**src/rtl/frame_writer.sv**
```systemverilog
// Double-buffered 16x16 bit frame writer: a point stream paints the back buffer,
// frame_end swaps it to the front. Define FRAME_WRITER_XOR_EN to toggle points instead of setting them.
module frame_writer #(
    parameter int FRAME_COUNT_W = 8
) (
    input  logic                     clock,
    input  logic                     reset_n,
    input  logic [7:0]               point_coord,
    input  logic                     point_valid,
    input  logic                     frame_end,
    output logic                     point_ready,
    input  logic [3:0]               rd_row,
    output logic [15:0]              rd_data,
    output logic [FRAME_COUNT_W-1:0] frame_count,
    output logic                     busy
);

    typedef enum logic [1:0] {
        CLEAR  = 2'd0,
        ACCEPT = 2'd1,
        SWAP   = 2'd2
    } state_t;

    state_t                   r_state;
    logic [3:0]               r_rowIdx;
    logic                     r_pointReady;
    logic                     r_busy;
    logic                     r_frontSel;
    logic [FRAME_COUNT_W-1:0] r_frameCount;
    logic [15:0]              r_rdData;
    logic [15:0]              r_buf [2][16];

    logic       w_accept;
    logic       w_backSel;
    logic [3:0] w_x;
    logic [3:0] w_y;

    // Ready is only ever high in ACCEPT, so it alone qualifies a write.
    assign w_accept  = point_valid & r_pointReady;
    assign w_backSel = ~r_frontSel;
    assign w_x       = point_coord[3:0];
    assign w_y       = point_coord[7:4];

    always_ff @(posedge clock or negedge reset_n) begin
        if (!reset_n) begin
            r_state      <= CLEAR;
            r_rowIdx     <= 4'd0;
            r_pointReady <= 1'b0;
            r_busy       <= 1'b1;
            r_frontSel   <= 1'b0;
            r_frameCount <= '0;
        end else begin
            case (r_state)
                CLEAR: begin
                    r_rowIdx <= r_rowIdx + 4'd1;
                    if (r_rowIdx == 4'd15) begin
                        r_state      <= ACCEPT;
                        r_pointReady <= 1'b1;
                        r_busy       <= 1'b0;
                    end
                end
                ACCEPT: begin
                    if (w_accept && frame_end) begin
                        r_state      <= SWAP;
                        r_pointReady <= 1'b0;
                        r_busy       <= 1'b1;
                    end
                end
                SWAP: begin
                    r_frontSel   <= ~r_frontSel;
                    r_frameCount <= r_frameCount + FRAME_COUNT_W'(1);
                    r_rowIdx     <= 4'd0;
                    r_state      <= CLEAR;
                end
                default: begin
                    r_state      <= CLEAR;
                    r_rowIdx     <= 4'd0;
                    r_pointReady <= 1'b0;
                    r_busy       <= 1'b1;
                end
            endcase
        end
    end

    // After a swap the back buffer is the previous front, so CLEAR wipes the old frame.
    always_ff @(posedge clock or negedge reset_n) begin
        if (!reset_n) begin
            for (int b = 0; b < 2; b++) begin
                for (int r = 0; r < 16; r++) begin
                    r_buf[b][r] <= '0;
                end
            end
        end else if (r_state == CLEAR) begin
            r_buf[w_backSel][r_rowIdx] <= '0;
        end else if (w_accept) begin
`ifdef FRAME_WRITER_XOR_EN
            r_buf[w_backSel][w_y][w_x] <= ~r_buf[w_backSel][w_y][w_x];
`else
            r_buf[w_backSel][w_y][w_x] <= 1'b1;
`endif
        end
    end

    // Sampling the old front select on the SWAP edge returns the pre-swap row.
    always_ff @(posedge clock or negedge reset_n) begin
        if (!reset_n) begin
            r_rdData <= '0;
        end else begin
            r_rdData <= r_buf[r_frontSel][rd_row];
        end
    end

    assign point_ready = r_pointReady;
    assign busy        = r_busy;
    assign frame_count = r_frameCount;
    assign rd_data     = r_rdData;

endmodule

```
**config.mk**
```make
export PLATFORM = sky130hd
export DESIGN_NAME = frame_writer
export DESIGN_NICKNAME = d
export VERILOG_FILES = /design/src/rtl/frame_writer.sv
export SDC_FILE = /design/constraint.sdc
export NUM_CORES = 1
export LEC_CHECK = 0
export ABC_AREA = 0
export CAP_MARGIN = 20
export CORE_MARGIN = 10
export CORE_UTILIZATION = 50
export CTS_CLUSTER_SIZE = 12
export DETAILED_ROUTE_END_ITERATION = 10
export PLACE_DENSITY_LB_ADDON = 0.08
export RECOVER_POWER = 100
export SYNTH_ARGS = -nofsm -noshare
export SYNTH_HDL_FRONTEND = slang
export SYNTH_SLANG_ARGS = --single-unit
```
**constraint.sdc**
```tcl
create_clock -name clock -period 2.1 [get_ports clock]
set_input_delay 0.42 -clock clock [delete_from_list [all_inputs] [get_ports clock]]
set_output_delay 0.42 -clock clock [all_outputs]
set_load 0.1 [all_outputs]
```
Word level (Yosys, flattened, before mapping)
Cells that the tools add are included.

storage, ports and cells
  output and inout port bits = 26
  register bits = 545
  input port bits = 16

cells by class
  order comparisons = 10
  mux-type cells = 28
  bitwise gates (word level) = 11
  equality and inequality tests = 5
  $add $sub $neg = 2
  reductions and logical operators = 9

operators with widths
  kind                   number
  $mux W256              5
  $mux W512              2
  $and A512 B512 Y512    1
  $demux W256 S1         2
  $not A512 Y512         1
  $or A512 B512 Y512     1
  $demux W16 S4          2
  $bmux W16 S4           1
  $mux W16               4
  $ge A5 B5 Y1 const B   3
  $not A4 Y5             3
  $lt A5 B1 Y1 const B   2
  $add A8 B1 Y8 const B  1
  $pmux W4 S2            1
  $pmux W1 S3            2
  $logic_and A1 B1 Y1    5
  $lt A4 B5 Y1 const B   1
  $mux W1                5
  $add A4 B1 Y4 const B  1
  $demux W1 S4           1
  $eq A4 B4 Y1 const B   1
  $ge A2 B2 Y1 const B   2
  $ge A4 B1 Y1 const B   1
  $mux W2                2
  other kinds (12)       15

Longest topological paths before layout
Gate-level depths: netlist of the first run.

  word-level depth = 11
  mapped depth = 8

Least setup slack after synthesis of the first run
OpenSTA, ideal clock, no wires.

  kind = reg-to-reg
  from = register r_pointReady, in the netlist point_ready
  to = register r_buf[40] (netlist bit)
  required time = 2.034 ns
  setup slack = -0.134 ns
  library setup time = 0.066 ns
  buffers on the path = 2
  stages on the path, launching flop included = 7
  data arrival time = 2.168 ns
  path through = dfrtp_1 nand2_1 or3_1 buf_6 nor2_4 buf_4 a22o_1

between the ends
  longest elaborated chain between the ends = 2

RTL lines
  item                             RTL line  source
  from (decl)                      26        logic r_pointReady;
  from (signal assigned)           48        r_pointReady <= 1'b0;
  from (signal assigned)           58        r_pointReady <= 1'b1;
  from (signal assigned)           65        r_pointReady <= 1'b0;
  $and A1 B1 Y1                    39        assign w_accept = point_valid & r_pointReady;
  $reduce_bool A2 Y1 (no line)     --
  to (signal, indexed assignment)  90        r_buf[b][r] <= '0;
  to (signal, indexed assignment)  94        r_buf[w_backSel][r_rowIdx] <= '0;
  to (signal, indexed assignment)  99        r_buf[w_backSel][w_y][w_x] <= 1'b1;
  to (decl)                        31        logic [15:0] r_buf [2][16];

No other way between the ends.
A chain may end at the register's enable or synchronous reset.

Worst setup path after layout of the first run
  from = register r_frontSel
  to = register r_rdData[4], in the netlist rd_data[4]

between the ends
  longest elaborated chain between the ends = 7

RTL lines
  item                                          RTL line  source
  from (decl)                                   28        logic r_frontSel;
  from (signal assigned)                        70        r_frontSel <= ~r_frontSel;
  $not A1 Y2 (not written as such)              109       r_rdData <= r_buf[r_frontSel][rd_row];
  $mux W256 (not written as such) (3 in a row)  109
  $bmux W16 S4                                  109
  $mux W16 (not written as such) (2 in a row)   109
  to (signal assigned)                          109
  to (decl)                                     30        logic [15:0] r_rdData;

No other way between the ends. The select of a mux whose other input is x is not followed.

==> results.md, run 1 <==
* GP Congestion at 0.935
* CP max stage cell: dfrtp_2
* Int Pwr at 20.9 mW
* Congestion Overflow GR at 0
* Drt initial violations at 2037
* Cells after synthesis at 2053
* Post-synth ARST share at 100%
* Multi-input combinational cell area at 10000 µm²
* Leakage at 14.3 nW
* Worst-path fanout max at 7
* Hold path depth at 3
* Unrepaired setup endpoints after global routing: false
* Insertion delay of the later-clocked pin in the worst-skew pair at 0.63 ns
* Synth Flop Type: dfrtp_1
* WL final at 83000 µm
* Synth warn at 0
* Ratio of final minimum period to clock period at 98.1%
* Power share of the clock group at 33.6%
* Worst-margin pin slew at 1.45 ns
* Worst-case clock buffer depth at 3
* Routed length on met3 at 5690 µm
* Initial Util at 50.4%
* I/O pins at 42
* Layout cell share with drive strength beyond 1 at 20.6%
* VDD IR max at 0.818 mV
* Root Driver: clkbuf_16
* CTS tree: yes
* Post-DP Area at 28100 µm²
* Fin util at 61.2%
* CP Launch Type: flip-flop
* Final HPWL DP at 56600 µm
* Crit-path cells: and2_2, clkbuf_2, a22o_1, nor3_1, a31oi_1, clkbuf_2, nand3_1
* Worst EP arrival at 2.62 ns
* Vias in the first global route at 19200
* Inserted Clock Buffers at 58
* Area leader, netlist: dfrtp_1
* Row cnt at 81
* GRT Overall Usage at 27.8%
* Total setup buffers inserted after CTS at 0
* Die width at 242 µm
* Most common cell in the netlist: dfrtp_1
* H-tree depth at 2
* Clk sinks at 545
* Via count at 19100
* Critical Path Max Stage Delay at 0.48 ns
* Clock skew at 0.0259 ns
* Syn Std Cell Area at 24600 µm²
* Final slew viol count at 0
* Relative slew slack at 3.24%
* Final Cell Area at 29800 µm²
* Highest metal used: met5
* Largest net degree at the start of global routing at 85
* Port bufs at 41
* Sw frac at 33.8%
* Post-Route M1 WL at 36500 µm
* Fmax at 485 MHz
* Reg power frac at 40.2%
* P&R area growth vs syn at 21.5%
* Worst min path class: primary input to flip-flop
* Stages on worst setup path at 7
* Setup violations, final at 0
* Power density cells at 1060 nW/µm²
* Critical path class: flip-flop to flip-flop
* Final min period at 2.06 ns
* Synth area leaders: dfrtp_1 (55%), a22o_1 (17%), mux2i_1 (10%)
* First-pass GRT wire length at 126000 µm
* Die area at 58400 µm²
* Routed met2 length at 38100 µm
* Core ar. at 48700 µm²
* Switching power at 10.7 mW
* Most frequent cells after synthesis: dfrtp_1 (544), a22o_1 (466), mux2i_1 (257)
* Cell mode on critical path: clkbuf_2
* Post-synth top area share at 55.4%
* Combinational group share of total power at 26.3%
* Syn_area_per_cell at 12.0 µm²
* Clk slew on worst S/H paths at 0.06 ns
* Antenna-violating nets left at 0
* Reg2reg setup slack at 0.04 ns
* DIE HEIGHT at 242 µm
* Status: complete, no violations
* Max-Cap Viols at 0
* CP endpoint kind: flip-flop
* Worst Path Buf+Inv at 2
* Final #Nets at 2294
* Register area share after synthesis at 55.5%
* Yosys cell types at 48
* #FFs+latches synth at 545
* Antenna violations before repair at 1
* Crit path required time at 2.66 ns
* Final hold violations at 0
* Register area at 13600 µm²
* Syn_nets at 2074
* Number of enable flip-flop cells after synthesis at 0
* Vias per inst at 6.42
* Number of fill cells at 3944
* DR WL/cell at 27.8 µm
* Pre-antenna DRT Iters at 8
* Reg2reg path depth at 7
* DRC at 0
* N_diodes at 0
* Crit path max-delay family: simple AND/OR/NAND/NOR gates
-- power groups by stage --
stage | Sequential, mW | Combinational (mW) | Clock, mW
finish | 12.7 | 8.29 | 10.6
global route | 12.8 | 8.82 | 11.2
CTS | 12.7 | 8.45 | 10.7
detailed placement | 12.8 | 8.42 | 0
global placement | 12.8 | 8.30 | 0
floorplan | 13.7 | 3.82 | 0
-- final timing paths --
| path | startpoint | to |
|---|---|---|
| setup / recovery | r_frontSel | rd_data[4] |
| hold / removal | frame_end | r_state[1] |
| setup reg to reg | r_frontSel | rd_data[4] |
| hold reg to reg | r_buf[448] | r_buf[448] |
| max in group asynchronous | reset_n | r_buf[44] |
| min in group asynchronous | reset_n | r_buf[327] |
-- tightest hold or removal path: stages --
cell             delay (ns)
clkdlybuf4s50_1        0.40
nand3_1                0.14
nor3b_1                0.07
-- cell usage in the layout (no fill, tap or decap), types with 10 or more instances in the layout --
master / n
clkbuf_4: 15
a22oi_1: 64
mux2i_1: 257
dfrtp_1: 542
nor2_2: 10
buf_4: 199
nor2_1: 24
nor3_1: 31
nand4_1: 19
clkbuf_16: 61
o21ai_0: 75
nand3_1: 41
nand2b_1: 13
clkbuf_8: 22
nor2_4: 20
a31oi_1: 15
clkdlybuf4s50_1: 13
nand2_1: 174
clkbuf_2: 38
buf_12: 66
clkbuf_1: 16
a21oi_1: 34
a22o_1: 466
-- metrics by stage --
| step | std cells | TNS, ns | power (mW) | hold WS (ns) | setup slack (ns) |
|---|---|---|---|---|---|
| floorplan | 2053 | 0 | 17.6 | 0.124 | 0.188 |
| global route | 2983 | 0 | 32.8 | 0.466 | 0.0117 |
| CTS | 2983 | 0 | 31.8 | 0.332 | 0.0620 |
| detailed placement | 2876 | -29.37 | 21.3 | 0.385 | -0.477 |
| finish | 2983 | 0 | 31.5 | 0.441 | 0.0391 |
| global placement | 2876 | -28.19 | 21.1 | 0.377 | -0.472 |
-- layer usage --
metal	vias to the layer above	track usage, %
met5	-	0
met4	2	9.40
met3	144	5.37
met2	796	42.9
met1	10000	38.8
li1	8152	-
-- cell type report --
cell class | instances | share of cell area, %
Timing Repair Buffer | 347 | 11.3
Clock buffer | 95 | 6.28
Tap cell | 664 | 2.78
Clock inverter | 11 | 0.352
Multi-Input combinational cell | 1318 | 33.6
Inverter | 3 | 0.0377
Sequential cell | 545 | 45.7
-- cell families after synthesis --
kind of cell	count (synthesis)	share of synthesized area, %
compound gates	662	21.4
xor+xnor	11	0.392
fa+ha+maj	5	0.255
buf+inv	190	4.00
flops	545	55.5
mux	258	10.5
simple gates	382	7.89
-- what timing repair did --
item	CTS	global route
endpoints found under the hold margin	28	0
endpoints found under the setup margin	1	1
gates cloned	0	0
pin swaps	0	0
hold buffers	1	0
gates resized for setup	2	1
-- sequential cells by signal, indices dropped and copies added (netlist names) --
name,flops
rd_data,16
busy,1
r_frontSel,1
r_buf,512
r_state,2
frame_count,8
point_ready,1
r_rowIdx,4
Power figures use the tool's default switching activity.
==> run 2, diff against run 1 <==
- CAP_MARGIN: 20 -> default
- CORE_UTILIZATION: 50 -> 39
- CTS_BUF_LIST: default -> sky130_fd_sc_hd__clkbuf_8 sky130_fd_sc_hd__clkbuf_16
==> run 2 against run 1 <==
Cell count grew 6.9%. Wire length grew 6.0%. Sequential power is essentially flat. Power grew 1.3%. Sequential share of layout area shrank 0.53 points. Critical path depth shrank 1. Hold slack lost 0.13 ns. Critical endpoint is now rd_data[8]. Largest cell class unchanged. Highest routed layer is now met4.
==> results.md, run 2 (synthesis results as in run 1) <==
* Setup WS pre-CTS at -0.461 ns (was -0.477 ns)
* Number of fill cells at 5643 (was 3944)
* Drt initial violations at 1961 (was 2037)
* Max reg flops at 512 (unchanged)
* Core ar. at 62100 µm² (was 48700 µm²)
* GP Congestion at 0.899 (was 0.935)
* Vias in the first global route at 19200 (about the same)
* Final #Nets at 2325 (was 2294)
* Fmax at 485 MHz (about the same)
* Setup ws final at 0.0399 ns (was 0.0391 ns)
* Pre-antenna DRT Iters at 6 (was 8)
* GR peak layer: met2 (unchanged)
* I/O pins at 42 (unchanged)
* H-tree depth at 2 (unchanged)
* Worst-path fanout max at 16 (was 7)
* Die width at 271 µm (was 242 µm)
* Port bufs at 41 (unchanged)
* P&R area growth vs syn at 22.9% (was 21.5%)
* Antenna-violating nets left at 0 (unchanged)
* Power share of the clock group at 34.0% (was 33.6%)
* Vias per inst at 5.96 (was 6.42)
* Post-DP Area at 28600 µm² (was 28100 µm²)
* Antenna violations before repair at 1 (unchanged)
* Worst EP arrival at 2.55 ns (was 2.62 ns)
* Inserted Clock Buffers at 60 (was 58)
* Combinational group share of total power at 26.2% (was 26.3%)
* Unrepaired setup endpoints after global routing: false (unchanged)
* GRT Overall Usage at 23.6% (was 27.8%)
* Worst-case clock buffer depth at 3 (unchanged)
* Insertion delay of the later-clocked pin in the worst-skew pair at 0.64 ns (was 0.63 ns)
* Status: complete, no violations (unchanged)
* Placed insts at 3078 (was 2876)
* Root Driver: clkbuf_16 (unchanged)
* Critical Path Max Stage Delay at 0.54 ns (was 0.48 ns)
* Layout cell share with drive strength beyond 1 at 20.9% (was 20.6%)
* Worst-margin pin slew at 1.18 ns (was 1.45 ns)
* Via count at 19000 (was 19100)
* Commonest non-fill, non-tap cell in the layout: dfrtp_1 (unchanged)
* Leakage at 14.5 nW (was 14.3 nW)
* Ratio of final minimum period to clock period at 98.1% (about the same)
* Clk sinks at 545 (unchanged)
* Relative slew slack at 21.1% (was 3.24%)
* Cell mode on critical path: buf_4 (was clkbuf_2)
* Fin util at 48.6% (was 61.2%)
* Reg with most FFs: r_buf (unchanged)
* Worst Path Buf+Inv at 2 (unchanged)
* Met1 usage at 34.2% (was 38.8%)
* Clock skew at 0.0197 ns (was 0.0259 ns)
* DIE HEIGHT at 271 µm (was 242 µm)
* Crit path max-delay family: flip-flops (was simple AND/OR/NAND/NOR gates)
* WL final at 88000 µm (was 83000 µm)
* Final slew viol count at 0 (unchanged)
* Final hold violations at 0 (unchanged)
* Initial Util at 39.6% (was 50.4%)
* Met2 GRT Util at 36.4% (was 42.9%)
* Largest net degree at the start of global routing at 60 (was 85)
* Int Pwr at 21.0 mW (was 20.9 mW)
* Crit path required time at 2.59 ns (was 2.66 ns)
* Critical path class: flip-flop to flip-flop (unchanged)
* Worst hold slack at 0.313 ns (was 0.441 ns)
* Most frequent cells in the layout: dfrtp_1 (543), a22o_1 (466), mux2i_1 (257) (was dfrtp_1 (542), a22o_1 (466), mux2i_1 (257))
* DRC at 0 (unchanged)
* Power density cells at 1060 nW/µm² (about the same)
* CP Launch Type: flip-flop (unchanged)
* DR WL/cell at 27.6 µm (was 27.8 µm)
* Switching power at 11.0 mW (was 10.7 mW)
* Final min period at 2.06 ns (about the same)
* VDD IR max at 0.877 mV (was 0.818 mV)
* Worst min path class: primary input to async pin (was primary input to flip-flop)
* Row cnt at 91 (was 81)
* Sw frac at 34.3% (was 33.8%)
* Max-Cap Viols at 0 (unchanged)
* Layout Cells excl Fill at 3188 (was 2983)
* CP max stage cell: dfrtp_1 (was dfrtp_2)
* CP endpoint kind: flip-flop (unchanged)
* First-pass GRT wire length at 132000 µm (was 126000 µm)
* Clk slew on worst S/H paths at 0.06 ns (about the same)
* Die area at 73400 µm² (was 58400 µm²)
* Crit-path cells: and2_2, buf_4, a21oi_1, a31oi_1, buf_4, nand3_1 (was and2_2, clkbuf_2, a22o_1, nor3_1, a31oi_1, clkbuf_2, nand3_1)
* Final Cell Area at 30200 µm² (was 29800 µm²)
* GRT met3 Usage at 3.54% (was 5.37%)
* Congestion Overflow GR at 0 (unchanged)
* Final HPWL DP at 61600 µm (was 56600 µm)
* Setup violations, final at 0 (unchanged)
* Reg power frac at 39.7% (was 40.2%)
* CTS tree: yes (unchanged)
==> run 2: cell types whose count changed in the layout (fill, tap and decap cells not counted), sizes merged <==
cell | before | now
clkbuf | 152 | 147
clkinv | 9 | 14
inv | 3 | 13
diode | 0 | 1
buf | 276 | 295
bufinv | 2 | 4
==> run 2: area by class of cell <==
cell class                      count  area [µm²]  share of cell area, %
Antenna cell                        1        2.50                0.00829
Tap cell                          837        1050                   3.47
Clock inverter                     28         260                  0.862
Multi-Input combinational cell   1318        9960                   33.0
Inverter                            3        11.3                 0.0373
Clock buffer                       80        1780                   5.89
Timing Repair Buffer              376        3490                   11.6
Sequential cell                   545       13600                   45.2
==> run 2: path summary, 6_finish.rpt <==
path | to | cells past startpoint | start | slack (ns)
max in group asynchronous | r_buf[82] | 3 | reset_n | 0.23
max reg2reg | rd_data[8] | 6 | r_frontSel | 0.04
min | r_buf[357] | 2 | reset_n | 0.31
max | rd_data[8] | 6 | r_frontSel | 0.04
min in group clock | r_state[1] | 3 | frame_end | 0.43
min reg2reg | frame_count[7] | 1 | frame_count[7] | 0.47
==> run 2: repair_timing <==
item | 4_1_cts | 5_1_grt
gates resized for setup | 0 | 0
hold buffers | 1 | 0
hold endpoints to repair | 30 | 0
setup buffers | 0 | 0
==> run 2: per-layer routing <==
layer	share of wire [%]	wire length, µm
met1	46	40200
met2	46	40200
met3	6.4	5590
met4	2.3	2020
met5	0	0
==> run 2: per-stage QoR <==
step / setup TNS [ns] / power, mW
floorplan: 0 / 17.6
global placement: -23.73 / 21.3
detailed placement: -26.54 / 21.4
CTS: 0 / 32.4
global route: 0 / 33.3
finish: 0 / 32.0
==> run 2: power groups by stage <==
stage / registers, mW / clock network, mW / logic (mW)
2_1_floorplan: 13.7 / 0 / 3.82
3_3_place_gp: 12.8 / 0 / 8.50
3_5_place_dp: 12.8 / 0 / 8.58
4_1_cts: 12.7 / 11.1 / 8.60
5_1_grt: 12.8 / 11.5 / 8.95
6_report: 12.7 / 10.9 / 8.38
==> run 3, diff against run 2 <==
- CAP_MARGIN: default -> 30
==> results of run 3 <==
Final layout, timing and power as in run 2 (identical DEF).
